==> config.mk <==
export PLATFORM = sky130hd
export DESIGN_NAME = div_clk_monitor
export DESIGN_NICKNAME = d
export VERILOG_FILES = /design/src/rtl/div_clk_monitor.sv
export SDC_FILE = /design/constraint.sdc
export NUM_CORES = 1
export LEC_CHECK = 0
export ABC_CLOCK_PERIOD_IN_PS = 2800
export CORE_ASPECT_RATIO = 2
export CORE_UTILIZATION = 51
export DETAILED_ROUTE_END_ITERATION = 6
export PLACE_DENSITY_LB_ADDON = 0.05
export SYNTH_ARGS = -nofsm -noshare
export SYNTH_HDL_FRONTEND = slang
export SYNTH_SLANG_ARGS = --single-unit
==> constraint.sdc <==
create_clock -name clk -period 2.8 [get_ports clk]
set_clock_uncertainty 0.05 [all_clocks]
set_input_delay 0.56 -clock clk [delete_from_list [all_inputs] [get_ports clk]]
set_output_delay 0.56 -clock clk [all_outputs]
set_load 0.02 [all_outputs]
==> src/rtl/div_clk_monitor.sv <==
// div_clk_monitor: measures period/high time of a same-clock divided clock, flags errors, tracks lock and stall.
// Ports: clk, rst (sync, active-high), div_in (divided clock under test);
//        period/high_time (last measurement, CNT_W bits), meas_valid (1-cycle update pulse),
//        period_err, duty_err, locked, stall (status levels).
// Optional feature: define DIV_MON_DUTY_CHECK_EN to enable the high-time counter and duty checking.
module div_clk_monitor #(
  parameter int DIV        = 5,
  parameter int CNT_W      = 16,
  parameter int LOCK_COUNT = 4,
  parameter int TIMEOUT    = 4 * DIV
) (
  input  logic             clk,
  input  logic             rst,
  input  logic             div_in,
  output logic [CNT_W-1:0] period,
  output logic [CNT_W-1:0] high_time,
  output logic             meas_valid,
  output logic             period_err,
  output logic             duty_err,
  output logic             locked,
  output logic             stall
);
  localparam int GC_W = $clog2(LOCK_COUNT + 1);
  localparam logic [CNT_W-1:0] TO = CNT_W'(TIMEOUT);
  localparam logic [CNT_W-1:0] DV = CNT_W'(DIV);
  localparam logic [GC_W-1:0] LC = GC_W'(LOCK_COUNT);
  typedef enum logic [1:0] {SEARCH, RUN, STALL} state_e;
  state_e state_q, state_d;
  logic s_q, p_q, rise, tmo, meas, pe, de, good;
  logic [CNT_W-1:0] pc_q, pc_d, period_q, period_d;
  logic [GC_W-1:0] gc_q, gc_d;
  logic mv_q, perr_q, perr_d, locked_q, locked_d, stall_q;
  // No synchronizer: div_in is derived from clk itself.
  assign rise = s_q & ~p_q;
  // A rise on the timeout cycle wins over the stall.
  assign tmo  = (pc_q == TO) & ~rise;
  assign meas = rise & (state_q == RUN);
  assign pe   = pc_q != DV;
`ifdef DIV_MON_DUTY_CHECK_EN
  localparam logic [CNT_W-1:0] HLO = CNT_W'(DIV / 2);
  localparam logic [CNT_W-1:0] HHI = CNT_W'((DIV + 1) / 2);
  logic [CNT_W-1:0] hc_q, hc_d, hi_q, hi_d;
  logic derr_q, derr_d;
  assign de        = (hc_q < HLO) | (hc_q > HHI);
  assign high_time = hi_q;
  assign duty_err  = derr_q;
  always_comb begin
    hc_d   = rise ? CNT_W'(1) : (s_q && hc_q != TO) ? hc_q + 1'b1 : hc_q;
    hi_d   = meas ? hc_q : hi_q;
    derr_d = meas ? de : derr_q;
  end
  always_ff @(posedge clk) begin
    if (rst) begin
      hc_q   <= '0;
      hi_q   <= '0;
      derr_q <= 1'b0;
    end else begin
      hc_q   <= hc_d;
      hi_q   <= hi_d;
      derr_q <= derr_d;
    end
  end
`else
  assign de        = 1'b0;
  assign high_time = '0;
  assign duty_err  = 1'b0;
`endif
  assign good       = ~pe & ~de;
  assign period     = period_q;
  assign meas_valid = mv_q;
  assign period_err = perr_q;
  assign locked     = locked_q;
  assign stall      = stall_q;
  always_ff @(posedge clk) begin
    if (rst) begin
      state_q  <= SEARCH;
      s_q      <= 1'b0;
      p_q      <= 1'b0;
      pc_q     <= '0;
      gc_q     <= '0;
      period_q <= '0;
      mv_q     <= 1'b0;
      perr_q   <= 1'b0;
      locked_q <= 1'b0;
      stall_q  <= 1'b0;
    end else begin
      state_q  <= state_d;
      s_q      <= div_in;
      p_q      <= s_q;
      pc_q     <= pc_d;
      gc_q     <= gc_d;
      period_q <= period_d;
      mv_q     <= meas;
      perr_q   <= perr_d;
      locked_q <= locked_d;
      stall_q  <= state_d == STALL;
    end
  end
  always_comb begin
    state_d = rise ? RUN : tmo ? STALL : state_q;
  end
  always_comb begin
    pc_d     = rise ? CNT_W'(1) : (pc_q == TO) ? pc_q : pc_q + 1'b1;
    period_d = meas ? pc_q : period_q;
    perr_d   = meas ? pe : perr_q;
    gc_d     = (state_d == STALL) ? '0 : !meas ? gc_q : !good ? '0 : (gc_q == LC) ? gc_q : gc_q + 1'b1;
    locked_d = (state_d == STALL) ? 1'b0 : !meas ? locked_q : good && (gc_q >= LC - 1'b1);
  end
endmodule

==> out/results.ini, run 1 <==
[final_layout]
multiInputGateArea_um2 = 986
final.fill_count = 347
drive_gt1_share_pct = 8.33
area_delta_synth_final_pct = 16.9
diodes = 0
nets = 260
seq_area_um2 = 861

[synth]
syn_area_per_cell_um2 = 8.52
synthCells = 232
seq_area_frac_synth_pct = 43.6
synthesis.area_um2 = 1980
ys_types = 35
yosysWarnings = 0
ys_ff_latch = 43

[clock_tree]
cts_tree = done
numCtsBuffers = 5
clockBufferDepth = 2
clkTransAtPathRegs_ns = 0.09
postCtsResizedCells = 0
cts_hold_buf = 0
cts_max_level = 2
root_buffer = clkbuf_8
numClockSinks = 43
clock_latency_ns = 0.30
cts_setup_buffers = 0

[grt]
grt_pass1_vias = 1435
grt_usage_pct = 21.6
antenna_found_initial = 0
grt_overflow = 0
grt_start_max_net_pins = 27
grt_first_pass_wirelength_um = 6640

[place]
io_buffers = 22
gp_congestion = 0.821
dp_hpwl_um = 2970

[detailed_routing]
route.antenna.remaining_nets = 0
routedWlPerCell_um = 13.6
vias = 1567
wl_um = 4110
avgViaCountPerCell = 5.21
route.detailed.drc = 0
drt-initial-drc-count = 24
drt_pass1_iterations = 4

[power]
p_total_mw = 1.27
leakage_nw = 0.799
power.density_nw_per_um2 = 550
ir_drop_mv = 0.462

[die]
die_x_um = 46.0
io_pins = 40
die-area_um2 = 4140
die_height_um = 90.0
fp-row-count = 31
start_util_pct = 54.2
core_um2 = 3650

[timing]
rsz0062_at_grt = no
fin_crit_sh_pct = 80.3
tightest_slew_ns = 0.629
worst_hold_slack_ns = 0.406
finalHoldViolations = 0
max_freq_mhz = 445
slew_headroom_pct = 57.4
tns_ns = 0
setup_viol = 0
min_period_ns = 2.25
slew_violations = 0

[setup_path]
cp_max_fo = 6
end_kind = register
worst-path-buf-inv = 1
cp.required_ns = 2.93
cp_slowest_cell = or4bb_1
critPathMaxStageDelay_ns = 0.55
crit_chain = inv_1 > ha_1 > or4bb_1 > or4_4 > a21oi_1 > nor4_1
arrival_ns = 2.38
path_class = register to register
start_kind = register
cp_top_family = simple AND/OR/NAND/NOR gates

[flow_run]
maxCapViolCount = 0

[hold_path]
min_path_type = register to register

[run_status]
status = complete, no violations

[cell usage in the layout, fill, tap and decap left out, types with 2 or more instances in the layout]
cell type | Yosys | final
buf_4 | 17 | 3
clkbuf_8 | 0 | 5
clkdlybuf4s50_1 | 0 | 22
nor4_4 | 2 | 2
and4_1 | 2 | 2
or3_1 | 5 | 5
nand2_1 | 39 | 39
a211oi_1 | 3 | 3
dfxtp_1 | 43 | 43
xnor2_1 | 3 | 3
a311oi_1 | 2 | 2
nor2b_1 | 3 | 3
conb_1 | 1 | 17
a21oi_1 | 27 | 27
xor2_1 | 7 | 7
and3_1 | 2 | 2
nand4_1 | 4 | 4
or4_4 | 2 | 2
nor2_1 | 17 | 17
nor3_1 | 2 | 2
bufinv_16 | 0 | 2
o21ai_0 | 5 | 5
or2_2 | 2 | 2
ha_1 | 6 | 6
nand3_1 | 9 | 9
inv_1 | 6 | 6
[logic make-up after synthesis]
logic type | Yosys count | synth area share [%]
XOR/XNOR | 10 | 4.43
buffers and inverters | 35 | 9.88
AO/OA/AOI/OAI | 38 | 10.6
flip-flops | 43 | 43.6
adder cells (fa/ha/maj) | 6 | 3.80
other | 1 | 0.190
AND/OR/NAND/NOR | 99 | 27.5
[worst min-delay path, delay by kind of cell, from the launching register on]
kind	cells	cell delay, ns
simple gates	1	0.05
compound gates	1	0.05
flops	1	0.31
[cell usage after synthesis]
cell type  number  area share (%)
or4b_4          1            0.70
nand2_1        39             7.4
or4b_1          1            0.51
a311oi_1        2            0.89
o21ai_0         5             1.3
nor3_2          1            0.51
nor4bb_1        1            0.51
nand4bb_1       1            0.57
or3_1           5             1.6
buf_4          17             6.5
nor2b_1         3            0.95
inv_1           6             1.1
xor2_1          7             3.1
nand4_1         4             1.3
nor2_1         17             3.2
a21oi_1        27             6.8
nor4_1          1            0.32
and3_1          2            0.63
or2_2           2            0.63
nand3_1         9             2.3
nand2b_1        1            0.32
nor4_4          2             2.2
a211oi_1        3             1.1
a41oi_1         1            0.44
nand3b_1        1            0.38
xnor2_1         3             1.3
clkbuf_1       12             2.3
or4_4           2             1.1
dfxtp_1        43              44
ha_1            6             3.8
nor3_1          2            0.51
and4_2          1            0.51
conb_1          1            0.19
or4bb_1         1            0.57
and4_1          2            0.89
[area by class of cell]
class	count	share of cell area [%]
sequential	43	37.3
timing repair buffer	25	10.5
tap	49	2.65
inverter	6	0.975
clock inverter	3	2.93
multi-input combinational	170	42.7
clock buffer	5	2.98
[path summary, 6_finish.rpt]
| path | startpoint | to | slack [ns] | cells after the start |
|---|---|---|---|---|
| max | pc_q[0]$_SDFFE_PP0P_ | gc_q[0]$_SDFFE_PP0P_ | 0.55 | 6 |
| min | period[0]$_SDFFE_PP0P_ | period[0]$_SDFFE_PP0P_ | 0.41 | 2 |
| max reg2reg | pc_q[0]$_SDFFE_PP0P_ | gc_q[0]$_SDFFE_PP0P_ | 0.55 | 6 |
| min reg2reg | period[0]$_SDFFE_PP0P_ | period[0]$_SDFFE_PP0P_ | 0.41 | 2 |
[metal layers]
metal	wire [µm]	vias to the layer above	track usage, %
li1	-	793	-
met1	1600	726	23.2
met2	2250	34	37.0
met3	99	14	3.61
met4	156	0	11.8
met5	0	-	0
[sequential cells by signal, summed over array words and instances, names as in the netlist, 2 cells and up]
signal / cells
pc_q: 16
period: 16
gc_q: 3
state_q: 2
[through the flow]
step / std cells / instance area, µm² / utilization (%) / setup slack [ns]
final: 301 / 2310 / 63.3 / 0.552
after global routing: 301 / 2310 / 63.3 / 0.424
after global placement: 293 / 2170 / 59.6 / 0.659
after CTS: 301 / 2310 / 63.3 / 0.563
after detailed placement: 293 / 2170 / 59.6 / 0.596
after floorplan: 248 / 2040 / - / 0.753
[power by group]
part | internal [mW] | switching [mW]
sequential | 0.618 | 0.00710
clock | 0.356 | 0.222
combinational | 0.0185 | 0.0503
(Power assumes the default switching activity.)
==> run 2, diff against run 1 <==
- ABC_CLOCK_PERIOD_IN_PS: 2800 -> 1800
- CORE_UTILIZATION: 51 -> 46
- clock period: 2.8 -> 1.8 ns (I/O delays scaled with it)
==> run 2 against run 1 <==
The run now ends with negative setup slack left. Die area increased by 11%. Fmax increased by 16%. Final cell count increased by 9.6%. First-iteration DRC count increased by 21%. Combinational power increased by 93%. Routed wire length increased by 9.0%. Core utilization decreased by 0.94 points. Worst setup slack got worse by 0.69 ns. Hold slack improved by 0.00060 ns. Design area increased by 10%. Critical path type unchanged.
==> out/results.ini, run 2 (synthesis results as in run 1) <==
[run_status]
status = finished, violations left
failed_checks = negative setup slack

[clock_tree]
numCtsBuffers = 5
clkTransAtPathRegs_ns = 0.09
cts_setup_buffers = 0
numClockSinks = 43
root_buffer = clkbuf_8
clockBufferDepth = 2
cts_max_level = 2
cts_hold_buf = 0
clock_latency_ns = 0.30
cts_tree = done

[setup_path]
cp_max_fo = 5
path_class = register to register
critPathMaxStageDelay_ns = 0.61
crit_chain = or4b_4 > or4_4 > a21oi_4 > a211oi_1
start_kind = register
cp.required_ns = 1.94
arrival_ns = 2.07
cp_slowest_cell = or4_4
end_kind = register

[detailed_routing]
avgViaCountPerCell = 5.09
vias = 1679
drt_pass1_iterations = 4
wl_um = 4480
route.detailed.drc = 0
drt-initial-drc-count = 29
route.antenna.remaining_nets = 0
routedWlPerCell_um = 13.6

[power]
power.density_nw_per_um2 = 785
leakage_nw = 0.934
p_total_mw = 2.00
ir_drop_mv = 0.805

[timing]
slew_headroom_pct = 55.0
slew_violations = 0
tightest_slew_ns = 0.665
setup_viol = 10
worst_slack_ns = -0.137
max_freq_mhz = 516
rsz0062_at_grt = yes
finalHoldViolations = 0
worst_hold_slack_ns = 0.406
fin_crit_sh_pct = 108
min_period_ns = 1.94

[final_layout]
mostFrequentLayoutCells = dfxtp_1 (40), nand2_1 (39), buf_4 (28)
fin_area_um2 = 2550
seq_area_um2 = 865
diodes = 0
multiInputGateArea_um2 = 1020
nets = 286
drive_gt1_share_pct = 21.2
fin_util_pct = 62.4
area_delta_synth_final_pct = 29.1
final.fill_count = 380
final_common_cell = dfxtp_1

[grt]
antenna_found_initial = 0
grt_overflow = 0
grt_pass1_vias = 1516
grt_first_pass_wirelength_um = 6970
grt_usage_pct = 20.4
grt_start_max_net_pins = 27

[die]
io_pins = 40
die_height_um = 94.7
start_util_pct = 48.3
die-area_um2 = 4580
core_um2 = 4090
die_x_um = 48.3
fp-row-count = 33

[hold_path]
min_path_type = register to register

[place]
dp_hpwl_um = 3360
gp_congestion = 0.750
io_buffers = 22
dpl_cell_area_um2 = 2390

[flow_run]
maxCapViolCount = 0

-- run 2: cell count changes in the layout (fill, tap and decap cells not counted), moves of 2 or more --
cell     previous run  this run
buf_4               3        28
a21oi_1            27        25
dfxtp_2             0         3
inv_2               0         2
dfxtp_1            43        40
inv_1               6         4
-- run 2: what timing repair did --
item / CTS / global route
pin swaps: 4 / 6
gates resized for setup: 5 / 4
setup endpoints to repair: 10 / 12
-- run 2: critical path, delay by kind of cell, from the launching register on --
family / cells / cell delay, ns
AO/OA/AOI/OAI: 2 / 0.26
flip-flops: 1 / 0.33
AND/OR/NAND/NOR: 2 / 1.18
-- run 2: cell type report --
type                            instances  share of cell area (%)
Sequential cell                        43                    33.9
Multi-Input combinational cell        170                    40.0
Timing Repair Buffer                   51                    17.3
Clock inverter                          3                    2.65
Inverter                                6                   0.883
Tap cell                               52                    2.55
Clock buffer                            5                    2.70
-- run 2: power by group --
part,total [mW],switching (mW),internal (mW)
Combinational,0.133,0.0880,0.0447
Clock,0.902,0.349,0.553
Sequential,0.969,0.00734,0.961
-- run 2: final timing paths --
path	from	end	slack [ns]	cells past startpoint
setup / recovery	pc_q[5]$_SDFFE_PP0P_	gc_q[1]$_SDFFE_PP0P_	-0.14	4
hold / removal	period[2]$_SDFFE_PP0P_	period[2]$_SDFFE_PP0P_	0.41	2
setup reg to reg	pc_q[5]$_SDFFE_PP0P_	gc_q[1]$_SDFFE_PP0P_	-0.14	4
hold reg to reg	period[2]$_SDFFE_PP0P_	period[2]$_SDFFE_PP0P_	0.41	2
-- run 2: per-stage QoR --
stage,setup TNS (ns),cells,worst slack [ns]
global route,-1.30,330,-0.172
CTS,-0.833,330,-0.123
finish,-0.878,330,-0.137
global placement,-0.615,322,-0.0993
detailed placement,-0.796,322,-0.116
floorplan,-0.604,248,-0.103
-- run 2: routing by layer --
layer	up-vias	track usage [%]	wire length, µm
met3	8	4.03	101
li1	846	-	-
met4	0	9.80	104
met1	797	19.4	1630
met5	-	0	0
met2	28	40.7	2630
==> run 3, diff against run 2 <==
- ABC_CLOCK_PERIOD_IN_PS: 1800 -> 1900
- CORE_UTILIZATION: 46 -> 51
- clock period: 1.8 -> 1.9 ns (I/O delays scaled with it)
==> run 3 against run 2 <==
The run still ends with negative setup slack left. Clock-buffer cell count is 3 higher. First-iteration DRC count is 28% higher. Hold slack worse by 0.00088 ns. Register-to-register slack better by 0.099 ns. Core utilization is 6.3 points higher. Critical endpoint is now gc_q[0]$_SDFFE_PP0P_.
==> out/results.ini, run 3 (synthesis results as in run 1) <==
[grt]
grt_start_max_net_pins = 27
grt_usage_pct = 22.9
antenna_found_initial = 0
grt_pass1_vias = 1536
grt_overflow = 0
grt_first_pass_wirelength_um = 7040

[detailed_routing]
wl_um = 4340
drt_pass1_iterations = 4
vias = 1677
route.detailed.drc = 0
route.antenna.remaining_nets = 0
routedWlPerCell_um = 13.3
avgViaCountPerCell = 5.13
drt-initial-drc-count = 37

[timing]
fin_crit_sh_pct = 102
max_freq_mhz = 516
rsz0062_at_grt = yes
slew_headroom_pct = 57.0
finalHoldViolations = 0
worst_slack_ns = -0.0376
slew_violations = 0
worst_hold_slack_ns = 0.405
setup_viol = 5
tightest_slew_ns = 0.635
min_period_ns = 1.94

[hold_path]
min_path_type = register to register

[final_layout]
nets = 286
mostFrequentLayoutCells = dfxtp_1 (41), nand2_1 (39), buf_4 (28)
drive_gt1_share_pct = 19.4
area_delta_synth_final_pct = 26.9
diodes = 0
final.fill_count = 340
fin_util_pct = 68.7
final_common_cell = dfxtp_1

[clock_tree]
cts_hold_buf = 0
clockBufferDepth = 2
cts_max_level = 2
cts_tree = done
numClockSinks = 43
root_buffer = clkbuf_8
clkTransAtPathRegs_ns = 0.08
numCtsBuffers = 5
clock_latency_ns = 0.29

[die]
fp-row-count = 31
die_x_um = 46.0
core_um2 = 3650
start_util_pct = 54.2
io_pins = 40
die-area_um2 = 4140
die_height_um = 90.0

[setup_path]
cp_max_fo = 5
start_kind = register
reg2reg_to = gc_q[0]$_SDFFE_PP0P_
startpoint = pc_q[0]$_SDFFE_PP0P_
endpoint = gc_q[0]$_SDFFE_PP0P_
reg2reg_from = pc_q[0]$_SDFFE_PP0P_
arrival_ns = 2.06
rrSetupSlack_ns = -0.04
end_kind = register
r2r_cells = 6
cp.required_ns = 2.02
path_class = register to register

[power]
ir_drop_mv = 0.733
power.density_nw_per_um2 = 666
leakage_nw = 0.922

[run_status]
status = finished, violations left
failed_checks = negative setup slack

[place]
gp_congestion = 0.738
io_buffers = 22
dp_hpwl_um = 3310

[flow_run]
maxCapViolCount = 0

## run 3: cell types whose count changed in the layout (fill, tap and decap cells not counted), sizes merged
cell	previous run	this run
clkinvlp	1	0
bufinv	2	0
clkbuf	5	8
## run 3: through the flow
step	area, µm²	setup TNS [ns]	std cells	worst slack, ns	total power [mW]
floorplan	2070	-0.0151	248	-0.0119	1.05
global placement	2380	-0.00388	318	-0.00388	1.06
detailed placement	2380	-0.0708	318	-0.0260	1.06
CTS	2480	-0.0733	326	-0.0273	1.67
global route	2510	-0.525	327	-0.110	1.73
finish	2510	-0.0967	327	-0.0376	1.67
## run 3: cell type report
| type | instances | area [µm²] | area share (%) |
|---|---|---|---|
| inverter | 6 | 22.5 | 0.899 |
| sequential | 43 | 863 | 34.4 |
| clock buffer | 8 | 100 | 3.99 |
| timing repair buffer | 51 | 442 | 17.6 |
| tap | 49 | 61.3 | 2.45 |
| multi-input combinational | 170 | 1020 | 40.6 |
## run 3: worst min path at each step
stage,start,to,slack (ns),cells after the start
final,period[12]$_SDFFE_PP0P_,period[12]$_SDFFE_PP0P_,0.41,2
after global routing,period[11]$_SDFFE_PP0P_,period[11]$_SDFFE_PP0P_,0.42,2
after CTS,period[12]$_SDFFE_PP0P_,period[12]$_SDFFE_PP0P_,0.41,2
after detailed placement,period[12]$_SDFFE_PP0P_,period[12]$_SDFFE_PP0P_,0.40,2
after global placement,period[2]$_SDFFE_PP0P_,period[2]$_SDFFE_PP0P_,0.39,2
after floorplan,pc_q[15]$_SDFFE_PP0P_,period[15]$_SDFFE_PP0P_,0.40,2
## run 3: layer usage
layer	vias up	routed length [µm]	GRT usage, %	share of wire [%]
met3	4	75	3.61	1.7
met5	-	0	0	0
met1	802	1640	23.5	38
met4	0	46	6.62	1.1
met2	27	2580	43.1	59
li1	844	-	-	-
## run 3: power breakdown
| group | total (mW) | leakage (nW) | switching, mW | internal (mW) |
|---|---|---|---|---|
| logic | 0.123 | 0.522 | 0.0835 | 0.0398 |
| registers | 0.918 | 0.348 | 0.00733 | 0.911 |
| clock network | 0.627 | 0.0515 | 0.295 | 0.332 |
| total | 1.67 | 0.922 | 0.386 | 1.28 |
## run 3: critical path: stages, from the launching register on
cell and delay (ns):
dfxtp_2 0.34, inv_2 0.05, ha_1 0.12, or4bb_4 0.45
or4_4 0.54, a21oi_4 0.19, nor4_1 0.07
## run 3: what timing repair did
action | CTS | global route
endpoints found under the setup margin | 5 | 9
endpoints found under the hold margin | 0 | 0
gates resized for setup | 1 | 4
gates cloned | 0 | 0
pin swaps | 0 | 2
setup buffers | 0 | 1
